## config.mk

```make
export PLATFORM = sky130hd
export DESIGN_NAME = rotate_sequencer_flat
export DESIGN_NICKNAME = d
export VERILOG_FILES = /design/src/rtl/rotate_pkg.sv /design/src/rtl/rotate_sequencer_if.sv /design/src/rtl/rotate_sequencer_rot_step.sv /design/src/rtl/rotate_sequencer.sv /design/src/flat_wrapper.sv
export SDC_FILE = /design/constraint.sdc
export NUM_CORES = 1
export LEC_CHECK = 0
export CAP_MARGIN = 20
export CORE_MARGIN = 2
export CORE_UTILIZATION = 60
export DETAILED_ROUTE_END_ITERATION = 16
export DONT_BUFFER_PORTS = 1
export GPL_ROUTABILITY_DRIVEN = 0
export PLACE_DENSITY = 0.76
export REMOVE_ABC_BUFFERS = 1
export SLEW_MARGIN = 20
export SYNTH_ARGS = -nofsm -noshare
export SYNTH_HDL_FRONTEND = slang
export SYNTH_HIERARCHICAL = 1
export SYNTH_SLANG_ARGS = --single-unit
```

## constraint.sdc

```tcl
create_clock -name clk -period 4.3 [get_ports clk]
set_clock_uncertainty 0.15 [all_clocks]
set_input_delay 0.645 -clock clk [delete_from_list [all_inputs] [get_ports clk]]
set_output_delay 0.645 -clock clk [all_outputs]
set_load 0.005 [all_outputs]
```

## src/rtl/rotate_pkg.sv

```systemverilog
// rotate_pkg: shared FSM state codes, direction encodings and step limit for the rotate sequencer.
package rotate_pkg;
   typedef logic [1:0] state_t;
   localparam state_t IDLE = 2'd0;
   localparam state_t ROT  = 2'd1;
   localparam state_t DONE = 2'd2;
   localparam logic DIR_LEFT  = 1'b0;
   localparam logic DIR_RIGHT = 1'b1;
   function automatic int max_step(input int width);
      return width - 1;
   endfunction
endpackage

```

## src/rtl/rotate_sequencer_if.sv

```systemverilog
// rotate_sequencer_if: command/result handshake bundle between a requester and the rotate sequencer.
interface rotate_sequencer_if #(parameter int WIDTH = 4, parameter int CNT_W = 4);
   logic             in_valid;
   logic             in_ready;
   logic [WIDTH-1:0] din;
   logic [CNT_W-1:0] cnt;
   logic             dir;
   logic             out_valid;
   logic             out_ready;
   logic [WIDTH-1:0] dout;
   logic             busy;
   modport master (output in_valid, din, cnt, dir, out_ready, input in_ready, out_valid, dout, busy);
   modport slave  (input in_valid, din, cnt, dir, out_ready, output in_ready, out_valid, dout, busy);
endinterface

```

## src/rtl/rotate_sequencer_rot_step.sv

```systemverilog
// rot_step: combinational single-step rotate of a word by a bounded amount, left or right.
module rot_step
   import rotate_pkg::*;
#(
   parameter int WIDTH = 4,
   parameter int SW    = 2
) (
   input  logic [WIDTH-1:0] word,
   input  logic [SW-1:0]    step,
   input  logic             dir,
   output logic [WIDTH-1:0] rotated
);
   // step never reaches WIDTH, so a zero step makes the wrap term shift out completely
   assign rotated = (dir == DIR_RIGHT) ? ((word >> step) | (word << (WIDTH - step)))
                                       : ((word << step) | (word >> (WIDTH - step)));
endmodule

```

## src/rtl/rotate_sequencer.sv

```systemverilog
// rotate_sequencer: multi-cycle rotator taking at most WIDTH-1 positions per cycle.
// Define ROTATE_SEQUENCER_MOD_REDUCE_EN to reduce the count mod WIDTH at acceptance (single ROT cycle).
module rotate_sequencer
   import rotate_pkg::*;
#(
   parameter int WIDTH = 4,
   parameter int CNT_W = 4
) (
   input logic               clk,
   input logic               rst,
   rotate_sequencer_if.slave bus
);
   localparam int SW = (WIDTH > 2) ? $clog2(WIDTH) : 1;
   localparam logic [CNT_W-1:0] MAX_C = CNT_W'(max_step(WIDTH));
   state_t           state;
   logic [WIDTH-1:0] word;
   logic [WIDTH-1:0] rotated;
   logic [CNT_W-1:0] remaining;
   logic [CNT_W-1:0] load;
   logic             dir_q;
   logic             last;
   logic [SW-1:0]    step;
   assign last = remaining <= MAX_C;
   assign step = last ? SW'(remaining) : SW'(MAX_C);
`ifdef ROTATE_SEQUENCER_MOD_REDUCE_EN
   assign load = CNT_W'(bus.cnt % WIDTH);
`else
   assign load = bus.cnt;
`endif
   rot_step #(.WIDTH(WIDTH), .SW(SW)) u_step (
      .word    (word),
      .step    (step),
      .dir     (dir_q),
      .rotated (rotated)
   );
   always_ff @(posedge clk or posedge rst) begin
      if (rst) begin
         state     <= IDLE;
         word      <= '0;
         remaining <= '0;
         dir_q     <= DIR_LEFT;
      end else if (state == IDLE) begin
         if (bus.in_valid) begin
            word      <= bus.din;
            remaining <= load;
            dir_q     <= bus.dir;
            state     <= ROT;
         end
      end else if (state == ROT) begin
         word      <= rotated;
         remaining <= remaining - CNT_W'(step);
         state     <= last ? DONE : ROT;
      end else begin
         state <= bus.out_ready ? IDLE : DONE;
      end
   end
   assign bus.in_ready  = state == IDLE;
   assign bus.out_valid = state == DONE;
   assign bus.busy      = state != IDLE;
   assign bus.dout      = word;
endmodule

```

## src/flat_wrapper.sv

```systemverilog
// flat-port wrapper written by rule: the top's interface ports become plain ports
module rotate_sequencer_flat import rotate_pkg::*;
#(
   parameter int WIDTH = 4,
   parameter int CNT_W = 4
)
  (clk, rst, bus_in_valid, bus_din, bus_cnt, bus_dir, bus_out_ready, bus_in_ready, bus_out_valid, bus_dout, bus_busy);
  rotate_sequencer_if #(.WIDTH(WIDTH), .CNT_W(CNT_W)) bus_i ();
  input logic clk;
  input logic rst;
  input wire logic [$bits(bus_i.in_valid)-1:0] bus_in_valid;
  input wire logic [$bits(bus_i.din)-1:0] bus_din;
  input wire logic [$bits(bus_i.cnt)-1:0] bus_cnt;
  input wire logic [$bits(bus_i.dir)-1:0] bus_dir;
  input wire logic [$bits(bus_i.out_ready)-1:0] bus_out_ready;
  output wire logic [$bits(bus_i.in_ready)-1:0] bus_in_ready;
  output wire logic [$bits(bus_i.out_valid)-1:0] bus_out_valid;
  output wire logic [$bits(bus_i.dout)-1:0] bus_dout;
  output wire logic [$bits(bus_i.busy)-1:0] bus_busy;
  assign bus_i.in_valid = bus_in_valid;
  assign bus_i.din = bus_din;
  assign bus_i.cnt = bus_cnt;
  assign bus_i.dir = bus_dir;
  assign bus_i.out_ready = bus_out_ready;
  assign bus_in_ready = bus_i.in_ready;
  assign bus_out_valid = bus_i.out_valid;
  assign bus_dout = bus_i.dout;
  assign bus_busy = bus_i.busy;
  rotate_sequencer #(.WIDTH(WIDTH), .CNT_W(CNT_W)) u_core (.clk(clk), .rst(rst), .bus(bus_i));
endmodule
```

==> metrics.md, run 1 <==
| Metric | Value |
|---|---|
| Status | `finished, final reports clean` |
| CP Data Arrival Time | `2.83 ns` |
| EDFF count, synth | `0` |
| Pwr Density | `between 900 and 1000 nW/um^2` |
| Total gr overflow | `0` |
| Gr usage total | `0.2338` |
| Synth area leaders | `dfrtp_1 (28%), mux2i_1 (7.0%), a21oi_1 (5.5%), mux2_4 (4.5%), nand2_1 (4.5%)` |
| Worst setup SP type | `flip-flop` |
| Area Overhead vs Synth | `-2.886%` |
| Layout cell share with drive strength beyond 1 | `0.1364` |
| Worst setup path category | `reg2reg` |
| Top-Level Pins | `20` |
| Routed wire length | `approximately 2.1 mm` |
| Slew HR | `0.5391` |
| Total Power | `about 0.00088 W` |
| Most frequent CP cell | `a21oi_1` |
| Post-synthesis async set-or-reset flop share | `1.000` |
| Hpwl dp | `1.472 mm` |
| Setup bufs post-CTS | `0` |
| Synth cell types | `43` |
| Most common cell after layout, fill and taps aside | `nand2_1` |
| Drt via density | `about 6.6` |
| Fin Hold WS | `between 0.1 and 0.15 ns` |
| Initial antenna violation count | `0` |
| CTS HTree Levels | `1` |
| Final instance area | `968.4 sq um` |
| Main synth FF type | `dfrtp_1` |
| CTS tree | `yes` |
| RSZ-0062 raised after global routing | `no` |
| Commonest non-fill, non-tap cells in the layout | `nand2_1 (12), a21oi_1 (11), dfrtp_1 (11)` |
| Clock Path Buffers | `2` |
| Slew @ Worst Pin | `roughly 0.69 ns` |
| Nets | `127` |
| Seq/Total Area, Yosys | `0.2760` |
| Hold Violations, Final | `0` |
| Pin count of the biggest net entering global routing | `21` |
| Synth warn | `6` |
| Starting DRT DRC Count | `21` |
| DR WL/cell | `approximately 17 microns` |
| CTS root buf | `clkbuf_4` |
| Die area | `about 2000 sq um` |
| Clk sinks | `11` |
| Post_cts resized | `0` |
| Via count | `830` |
| Crit. End Element | `flip-flop` |
| Die height | `approximately 45 microns` |
| Ant diodes | `0` |
| Num CTS Buffers | `3` |
| Largest stage delay, worst path | `~0.67 ns` |
| CP required | `between 4 and 5 ns` |
| Slowest-stage cell, CP | `or3_2` |
| Die width | `approximately 45 microns` |
| R2r worst-path depth | `9` |
| Post-CTS Hold Fix Bufs | `0` |
| Share of the synthesized area in the top cell type | `0.2760` |
| Final setup violation count | `0` |
| DRC Markers | `0` |
| Max Cap Violations | `0` |
| Min-delay worst type | `in2async` |
| Seq cells post-synth | `11` |
| CP cell instances | `or3_2 > inv_1 > ha_1 > nor2b_1 > a221o_1 > o22ai_1 > a21oi_1 > a21oi_1 > o21ai_0` |
| Mean Syn Cell Area | `around 8.7 sq um` |
| Core region area | `roughly 1500 sq um` |
| Placed Instance Area | `around 940 sq um` |
| Tcrit/Tclk final | `0.6623` |
| First-pass GRT wire length | `between 3 and 4 mm` |
| Peak Freq | `about 350 MHz` |
| Number of fill cells | `about 150` |
| Number of global-route vias before repair | `between 700 and 800` |
| Synth Instances | `approximately 120` |
| Num rows | `14` |
| Final min period | `approximately 2.8 ns` |
| Fin util | `0.6355` |
| Post-DRT Antenna Nets | `0` |
| Initial Util | `0.6544` |
| Leakage | `~0.46 nW` |
| VDD IR max | `roughly 0.00042 V` |
| Worst-Skew Late Latency | `~0.27 ns` |
| Area leader, netlist | `dfrtp_1` |
| Clk slew on worst S/H paths | `~0.08 ns` |
| Buffers added on ports | `0` |
| Setup TNS | `0 ns` |
| Max-slew violations | `0` |
| Maximum fanout along the worst path | `17` |
| Syn Std Cell Area | `between 900 and 1000 sq um` |
| Pre-antenna DRT Iters | `4` |
per-stage QoR:
step           instances  setup slack [ns]
6_report             126             1.452
5_1_grt              126             1.327
4_1_cts              126             1.487
3_5_place_dp         122             1.488
3_3_place_gp         122             1.596
2_1_floorplan        106             1.714
per-layer routing:
metal	share of wire	up-vias	wire length [microns]	track usage
met4	0.0089	0	19	0.07273
met5	0	-	0	0
met3	0.053	4	113	0.04800
li1	-	408	-	-
met1	0.46	393	983	0.3103
met2	0.48	25	1012	0.3826
critical path: cells and delay by family, from the launching register on:
kind | cells | cell delay, ns
simple gates | 2 | 0.87
compound gates | 5 | 0.76
flops | 1 | 0.45
fa+ha+maj | 1 | 0.32
buf+inv | 1 | 0.17
sequential cells by signal (all words and copies together) (netlist names):
name,cells
u_core/remaining,4
u_core/bus.dout,4
u_core/dir_q,1
u_core/state,2
cells by family after synthesis:
family | after synthesis | synth area share
AND/OR/NAND/NOR | 41 | 0.2359
buffers and inverters | 15 | 0.09785
AO/OA/AOI/OAI | 35 | 0.2372
multiplexers | 10 | 0.1154
flip-flops | 11 | 0.2760
adder cells (fa/ha/maj) | 3 | 0.03765
area by class of cell:
cell class,instances,area [sq um],share of cell area
sequential,11,275.3,0.2842
inverter,6,22.52,0.02326
multi-input combinational,89,624.3,0.6447
clock buffer,4,26.28,0.02713
tap,16,20.02,0.02067
where the power goes:
group | total, W | internal (W) | switching (W)
Clock | 0.0000729 | 0.0000359 | 0.0000370
Sequential | 0.000281 | 0.000156 | 0.000125
Combinational | 0.000530 | 0.000263 | 0.000266
Total | 0.000883 | 0.000455 | 0.000428
cells in the mapped netlist, drive strengths merged (2+ instances only):
library cell,n
nand2,12
mux2i,7
a21oi,11
nor2,6
buf,9
o21ai,10
nor2b,4
dfrtp,11
o21bai,2
nand3b,2
mux2,3
inv,6
ha,3
a221oi,2
and3,2
or3,2
and3b,5
final timing paths:
kind	startpoint	to	slack (ns)
worst min register to register	u_core/remaining[1]	u_core/remaining[1]	0.37
worst min-delay path	rst	u_core/remaining[2]	0.11
min in group clk	bus_out_ready	u_core/state[1]	0.31
max in group asynchronous	rst	u_core/remaining[1]	3.59
worst max register to register	u_core/remaining[2]	u_core/bus.dout[1]	1.45
worst max-delay path	u_core/remaining[2]	u_core/bus.dout[1]	1.45
(Power assumes the default switching activity.)
==> inputs of run 2 (changes only) <==
--- a/config.mk
+++ b/config.mk
@@ -7,11 +7,11 @@
 export LEC_CHECK = 0
 export CAP_MARGIN = 20
 export CORE_MARGIN = 2
-export CORE_UTILIZATION = 60
+export CORE_UTILIZATION = 55
 export DETAILED_ROUTE_END_ITERATION = 16
 export DONT_BUFFER_PORTS = 1
 export GPL_ROUTABILITY_DRIVEN = 0
-export PLACE_DENSITY = 0.76
+export PLACE_DENSITY = 0.73
 export REMOVE_ABC_BUFFERS = 1
 export SLEW_MARGIN = 20
 export SYNTH_ARGS = -nofsm -noshare
==> constraint.sdc (replaced) <==
create_clock -name clk -period 2.5 [get_ports clk]
set_clock_uncertainty 0.15 [all_clocks]
set_input_delay 0.375 -clock clk [delete_from_list [all_inputs] [get_ports clk]]
set_output_delay 0.375 -clock clk [all_outputs]
set_load 0.005 [all_outputs]
==> run 2 against run 1 <==
Net effect:
- non-clock buffer count increased by 8
- count of clock-buffer cells in the layout unchanged
- critical endpoint unchanged
- register-to-register slack got worse by 1.3 ns
- combinational power increased by 98%
- highest routed layer unchanged
- die area increased by 8.3%
- critical path type unchanged
- sequential cell count unchanged
- utilization decreased by 1.3 points
- clock power increased by 67%
- via count increased by 4.9%
- fmax increased by 20%
==> metrics.md, run 2 (same netlist as run 1, synthesis figures left out) <==
| Metric | Value |
|---|---|
| CTS HTree Levels | `1 (unchanged)` |
| Drt via density | `6.091 (-7.5%)` |
| Most frequent CP cell | `a21oi_1` |
| CTS root buf | `clkbuf_4` |
| WL met2 | `1.145 mm (+13%)` |
| Hold Violations, Final | `0 (unchanged)` |
| Worst setup path category | `reg2reg` |
| Fin Hold WS | `0.04045 ns (-0.06882 ns)` |
| Largest stage delay, worst path | `0.42 ns (-0.25 ns)` |
| Final min period | `2.369 ns (-0.4790 ns)` |
| Post-DRT Antenna Nets | `0 (unchanged)` |
| Leakage | `0.4975 nW (+8.0%)` |
| Clk slew on worst S/H paths | `0.07 ns (about the same)` |
| Hpwl dp | `1.546 mm (+5.0%)` |
| Final instance area | `1062 sq um (+9.7%)` |
| Area of the multi-input gates | `640.6 sq um (+2.6%)` |
| Top-Level Pins | `20 (unchanged)` |
| Peak Freq | `422.1 MHz (+20%)` |
| Most common cell after layout, fill and taps aside | `nand2_1` |
| Buffers added on ports | `0 (unchanged)` |
| Slew @ Worst Pin | `0.6596 ns (-0.03185 ns)` |
| Fin util | `0.6220 (-0.01349)` |
| Sequential Area | `275.3 sq um (unchanged)` |
| First-pass GRT wire length | `3.318 mm (-3.8%)` |
| Ant diodes | `0 (unchanged)` |
| Num rows | `15 (+1)` |
| Layout cell share with drive strength beyond 1 | `0.2288 (+0.09245)` |
| DRC Markers | `0 (unchanged)` |
| Slew HR | `0.5603 (+0.02123)` |
| Number of global-route vias before repair | `768 (-0.90%)` |
| CP Data Arrival Time | `2.36 ns (-0.47 ns)` |
| Slowest-stage cell, CP | `dfrtp_1` |
| Die area | `2170 sq um (+8.3%)` |
| Initial antenna violation count | `0 (unchanged)` |
| Total gr overflow | `0 (unchanged)` |
| CP required | `2.49 ns (-1.80 ns)` |
| Starting DRT DRC Count | `13 (-38%)` |
| Met1 wire length | `947 microns (-3.7%)` |
| Pin count of the biggest net entering global routing | `21 (unchanged)` |
| Initial Util | `0.5839 (-0.07047)` |
| Tcrit/Tclk final | `0.9476 (+0.2853)` |
| Pre-antenna DRT Iters | `4 (unchanged)` |
| DR WL/cell | `15.20 microns (-10%)` |
| Nets | `135 (+6.3%)` |
| Maximum fanout along the worst path | `16 (-1)` |
| Die height | `46.58 microns (+4.1%)` |
| Number of fill cells | `153 (+1.3%)` |
| Area Overhead vs Synth | `6.525%` |
| Die width | `46.58 microns (+4.1%)` |
| Min-delay worst type | `in2reg` |
| Routed wire length | `2.174 mm (+2.2%)` |
| Via count | `871 (+4.9%)` |
| Num CTS Buffers | `3 (unchanged)` |
| CP cell instances | `or3_4 > buf_6 > mux2_4 > a221o_1 > o22ai_1 > a21oi_1 > a21oi_1 > o21ai_0` |
| Final setup violation count | `0 (unchanged)` |
| Core region area | `1708 sq um (+12%)` |
| CTS tree | `yes` |
| Crit. End Element | `flip-flop` |
| Gr usage total | `0.2149 (-0.01889)` |
| Status | `finished, final reports clean` |
| Max Cap Violations | `0 (unchanged)` |
| Clk sinks | `11 (unchanged)` |
| Placed Instance Area | `1006 sq um (+6.8%)` |
| Commonest non-fill, non-tap cells in the layout | `nand2_1 (12), a21oi_1 (11), dfrtp_1 (11)` |
| Max-slew violations | `0 (unchanged)` |
| Worst-Skew Late Latency | `0.27 ns (about the same)` |
| Worst setup SP type | `flip-flop` |
| Clock Path Buffers | `2 (unchanged)` |
| VDD IR max | `0.0008208 V (+95%)` |
| Routed wl met3 | `70 microns (-38%)` |
| Setup TNS | `0 ns (unchanged)` |
| Pwr Density | `1548 nW/um^2 (+70%)` |
| Highest routed layer | `met4` |
==> run 2: changes by cell type in the layout (fill, tap and decap cells not counted) <==
| cell | before | now |
|---|---|---|
| or3_4 | 0 | 2 |
| o21ai_2 | 1 | 2 |
| buf_4 | 0 | 6 |
| buf_6 | 0 | 1 |
| or3_2 | 2 | 0 |
| ha_2 | 0 | 1 |
| ha_1 | 3 | 2 |
| inv_2 | 0 | 2 |
| nor2_1 | 5 | 4 |
| dlygate4sd3_1 | 0 | 1 |
| nor2_2 | 1 | 2 |
| inv_1 | 6 | 4 |
| o21ai_0 | 7 | 6 |
==> run 2: critical path, delay by kind of cell, from the launching register on <==
| kind | cells | cell delay (ns) |
|---|---|---|
| AND/OR/NAND/NOR | 1 | 0.39 |
| AO/OA/AOI/OAI | 5 | 0.82 |
| multiplexers | 1 | 0.30 |
| flip-flops | 1 | 0.42 |
| buffers and inverters | 1 | 0.17 |
==> run 2: final timing paths <==
check,from,to,slack (ns),cells after the start
hold reg to reg,u_core/remaining[0],u_core/remaining[0],0.38,2
max in group asynchronous,rst,u_core/bus.dout[3],1.51,2
setup / recovery,u_core/remaining[2],u_core/bus.dout[1],0.13,8
hold / removal,bus_out_ready,u_core/state[1],0.04,1
setup reg to reg,u_core/remaining[2],u_core/bus.dout[1],0.13,8
min in group asynchronous,rst,u_core/state[1],0.39,2
==> run 2: report_power, final <==
part | internal, W | leakage [nW] | switching (W) | total (W)
Sequential | 0.000268 | 0.134 | 0.000204 | 0.000472
Clock | 0.0000617 | 0.0150 | 0.0000604 | 0.000122
Combinational | 0.000542 | 0.348 | 0.000508 | 0.00105
Total | 0.000872 | 0.497 | 0.000773 | 0.00164
==> run 2: stage by stage <==
stage	cells	power (W)	setup slack, ns
global placement	138	0.001423	0.02689
detailed placement	138	0.001464	0.001014
CTS	143	0.001589	0.01239
floorplan	106	0.001189	-0.08569
finish	143	0.001645	0.1310
global route	143	0.001790	-0.0001941
==> run 2: what timing repair did <==
action / CTS / global route
gates resized for setup: 2 / 7
hold buffers: 1 / 0
pin swaps: 0 / 1
hold endpoints to repair: 11 / 0
setup buffers: 0 / 0
setup endpoints to repair: 1 / 4
==> run 2: final cells by class <==
class                   count  share of cell area
well taps                  25             0.02945
inverters                   6             0.02120
clock buffers               4             0.02473
repair buffers              8             0.06243
flip-flops and latches     11              0.2591
multi-input cells          89              0.6031
==> run 2: metal layers <==
layer	global-route usage	up-vias
li1	-	422
met1	0.2663	430
met2	0.3806	17
met3	0.01569	2
met4	0.08571	0
met5	0	-
==> inputs of run 3 (changes only) <==
--- a/config.mk
+++ b/config.mk
@@ -8,6 +8,7 @@
 export CAP_MARGIN = 20
 export CORE_MARGIN = 2
 export CORE_UTILIZATION = 55
+export CTS_BUF_LIST = sky130_fd_sc_hd__clkbuf_4 sky130_fd_sc_hd__clkbuf_8 sky130_fd_sc_hd__clkbuf_16
 export DETAILED_ROUTE_END_ITERATION = 16
 export DONT_BUFFER_PORTS = 1
 export GPL_ROUTABILITY_DRIVEN = 0
==> run 3 against run 2 <==
Net effect:
- power up 0.57%
- fmax up 0.34%
- via count fell by 2.0%
- sequential power is essentially flat
- cell count unchanged
- non-clock buffer count unchanged
- global-route usage rose by 0.24 points
- largest cell class unchanged
- largest power group unchanged
==> metrics.md, run 3 (same netlist as run 1, synthesis figures left out) <==
| Metric | Value |
|---|---|
| Die area | `2170 sq um (unchanged)` |
| Fin util | `0.6242 (+0.002198)` |
| Buffers added on ports | `0 (unchanged)` |
| Sequential Area | `275.3 sq um (unchanged)` |
| Clock power frac | `0.079 (+0.005)` |
| Total gr overflow | `0 (unchanged)` |
| Starting DRT DRC Count | `15 (+2)` |
| Top-Level Pins | `20 (unchanged)` |
| Crit. End Element | `flip-flop` |
| Number of fill cells | `153 (unchanged)` |
| Pin count of the biggest net entering global routing | `21 (unchanged)` |
| Post-route setup slack | `0.1390 ns (+0.008051 ns)` |
| Max Cap Violations | `0 (unchanged)` |
| Clock Path Buffers | `2 (unchanged)` |
| Psw | `0.0007714 W (-0.18%)` |
| Gr usage total | `0.2173 (+0.002423)` |
| Status | `finished, final reports clean` |
| Initial antenna violation count | `0 (unchanged)` |
| CP Data Arrival Time | `2.35 ns (about the same)` |
| Nets | `135 (unchanged)` |
| CTS tree | `yes` |
| Commonest non-fill, non-tap cells in the layout | `nand2_1 (12), a21oi_1 (11), dfrtp_1 (11)` |
| Min-delay worst type | `in2reg` |
| Final setup violation count | `0 (unchanged)` |
| Worst setup path category | `reg2reg` |
| Num CTS Buffers | `3 (unchanged)` |
| Num rows | `15 (unchanged)` |
| CTS HTree Levels | `1 (unchanged)` |
| CTS root buf | `clkbuf_4` |
| Die height | `46.58 microns (unchanged)` |
| Hold Violations, Final | `0 (unchanged)` |
| Die width | `46.58 microns (unchanged)` |
| Clk sinks | `11 (unchanged)` |
| Setup TNS | `0 ns (unchanged)` |
| Worst-Skew Late Latency | `0.26 ns (about the same)` |
| Initial Util | `0.5839 (unchanged)` |
| Worst setup SP type | `flip-flop` |
| Core region area | `1708 sq um (unchanged)` |
| Total Power | `0.001654 W (+0.57%)` |
| Clk slew on worst S/H paths | `0.07 ns (about the same)` |
| Area Overhead vs Synth | `6.901%` |
| Drt via density | `5.972 (-2.0%)` |
| Tcrit/Tclk final | `0.9444 (-0.003220)` |
| Area of the multi-input gates | `640.6 sq um (unchanged)` |
| Pre-antenna DRT Iters | `4 (unchanged)` |
| Net Sw Frac | `0.4663 (-0.003523)` |
| Layout cell share with drive strength beyond 1 | `0.2373 (+0.008475)` |
| Ant diodes | `0 (unchanged)` |
| Comb pwr share | `0.634 (-0.005)` |
| Setup bufs post-CTS | `0 (unchanged)` |
| Leakage | `0.5009 nW (+0.69%)` |
| Pwr Density | `1552 nW/um^2 (+0.22%)` |
| P_int | `0.0008828 W (+1.2%)` |
| Most common cell after layout, fill and taps aside | `nand2_1` |
| Max-slew violations | `0 (unchanged)` |
| R2r setup slk | `0.14 ns (about the same)` |
| Routed wire length | `2.173 mm (about the same)` |
| Peak Freq | `423.6 MHz (+0.34%)` |
| DP Worst Slack | `0.001014 ns (unchanged)` |
| Slew HR | `0.5537 (-0.006544)` |
| Slew @ Worst Pin | `0.6694 ns (+0.009816 ns)` |
| VDD IR max | `0.0008230 V (+0.27%)` |
| First-pass GRT wire length | `3.353 mm (+1.1%)` |
| Worst hold path depth | `1 (unchanged)` |
| CP required | `2.49 ns (about the same)` |
| Final min period | `2.361 ns (-0.008051 ns)` |
| Via count | `854 (-2.0%)` |
| Hpwl dp | `1.546 mm (unchanged)` |
| DRC Markers | `0 (unchanged)` |
| Power share of the sequential group | `0.286 (about the same)` |
| DR WL/cell | `15.20 microns (about the same)` |
| R2r worst-path depth | `8 (unchanged)` |
| Post-DRT Antenna Nets | `0 (unchanged)` |
| Number of global-route vias before repair | `764 (-0.52%)` |
| Maximum fanout along the worst path | `16 (unchanged)` |
-- run 3: layout make-up --
type                       count  share of cell area
timing repair buffer           8             0.06221
multi-input combinational     89              0.6009
sequential                    11              0.2582
tap                           25             0.02934
clock buffer                   4             0.02817
inverter                       6             0.02113
-- run 3: routing by layer --
metal | routed length (microns) | part of all wire | vias to the layer above | GRT usage
met5 | 0 | 0 | - | 0
li1 | - | - | 421 | -
met2 | 1143 | 0.53 | 21 | 0.3778
met3 | 78 | 0.036 | 2 | 0.01569
met4 | 12 | 0.0055 | 0 | 0.08571
met1 | 938 | 0.43 | 410 | 0.2760
-- run 3: path summary, 6_finish.rpt --
check                                    start             endpoint
setup / recovery           u_core/remaining[2]   u_core/bus.dout[1]
hold / removal                   bus_out_ready      u_core/state[1]
setup reg to reg           u_core/remaining[2]   u_core/bus.dout[1]
hold reg to reg            u_core/remaining[0]  u_core/remaining[0]
max in group asynchronous                  rst   u_core/bus.dout[3]
min in group asynchronous                  rst      u_core/state[1]
-- run 3: repair_timing --
item	in CTS	in global routing
pin swaps	0	1
cloned	0	0
hold buffers	1	0
hold endpoints to repair	11	0
gates resized for setup	2	7
endpoints found under the setup margin	1	4
-- run 3: per-stage QoR --
stage	instances	hold slack, ns	instance area, sq um
6_report	143	0.04167	1066
5_1_grt	143	0.03808	1066
4_1_cts	143	0.03392	1046
3_5_place_dp	138	0.1322	1006
3_3_place_gp	138	0.1333	1006
2_1_floorplan	106	0.07744	922.1
-- run 3: power by group through the flow --
| stage | combinational [W] | clock (W) | sequential, W |
|---|---|---|---|
| after floorplan | 0.000766 | 0 | 0.000423 |
| after global placement | 0.000954 | 0 | 0.000469 |
| after detailed placement | 0.000989 | 0 | 0.000475 |
| after CTS | 0.000995 | 0.000135 | 0.000470 |
| after global routing | 0.00117 | 0.000143 | 0.000493 |
| final | 0.00105 | 0.000131 | 0.000473 |
-- run 3: worst max-delay path, stage by stage, from the launching register on --
cell and delay (ns):
dfrtp_1 0.42, or3_4 0.39, buf_6 0.17, mux2_4 0.30, a221o_1 0.37, o22ai_1 0.17
a21oi_1 0.06, a21oi_1 0.14, o21ai_0 0.08
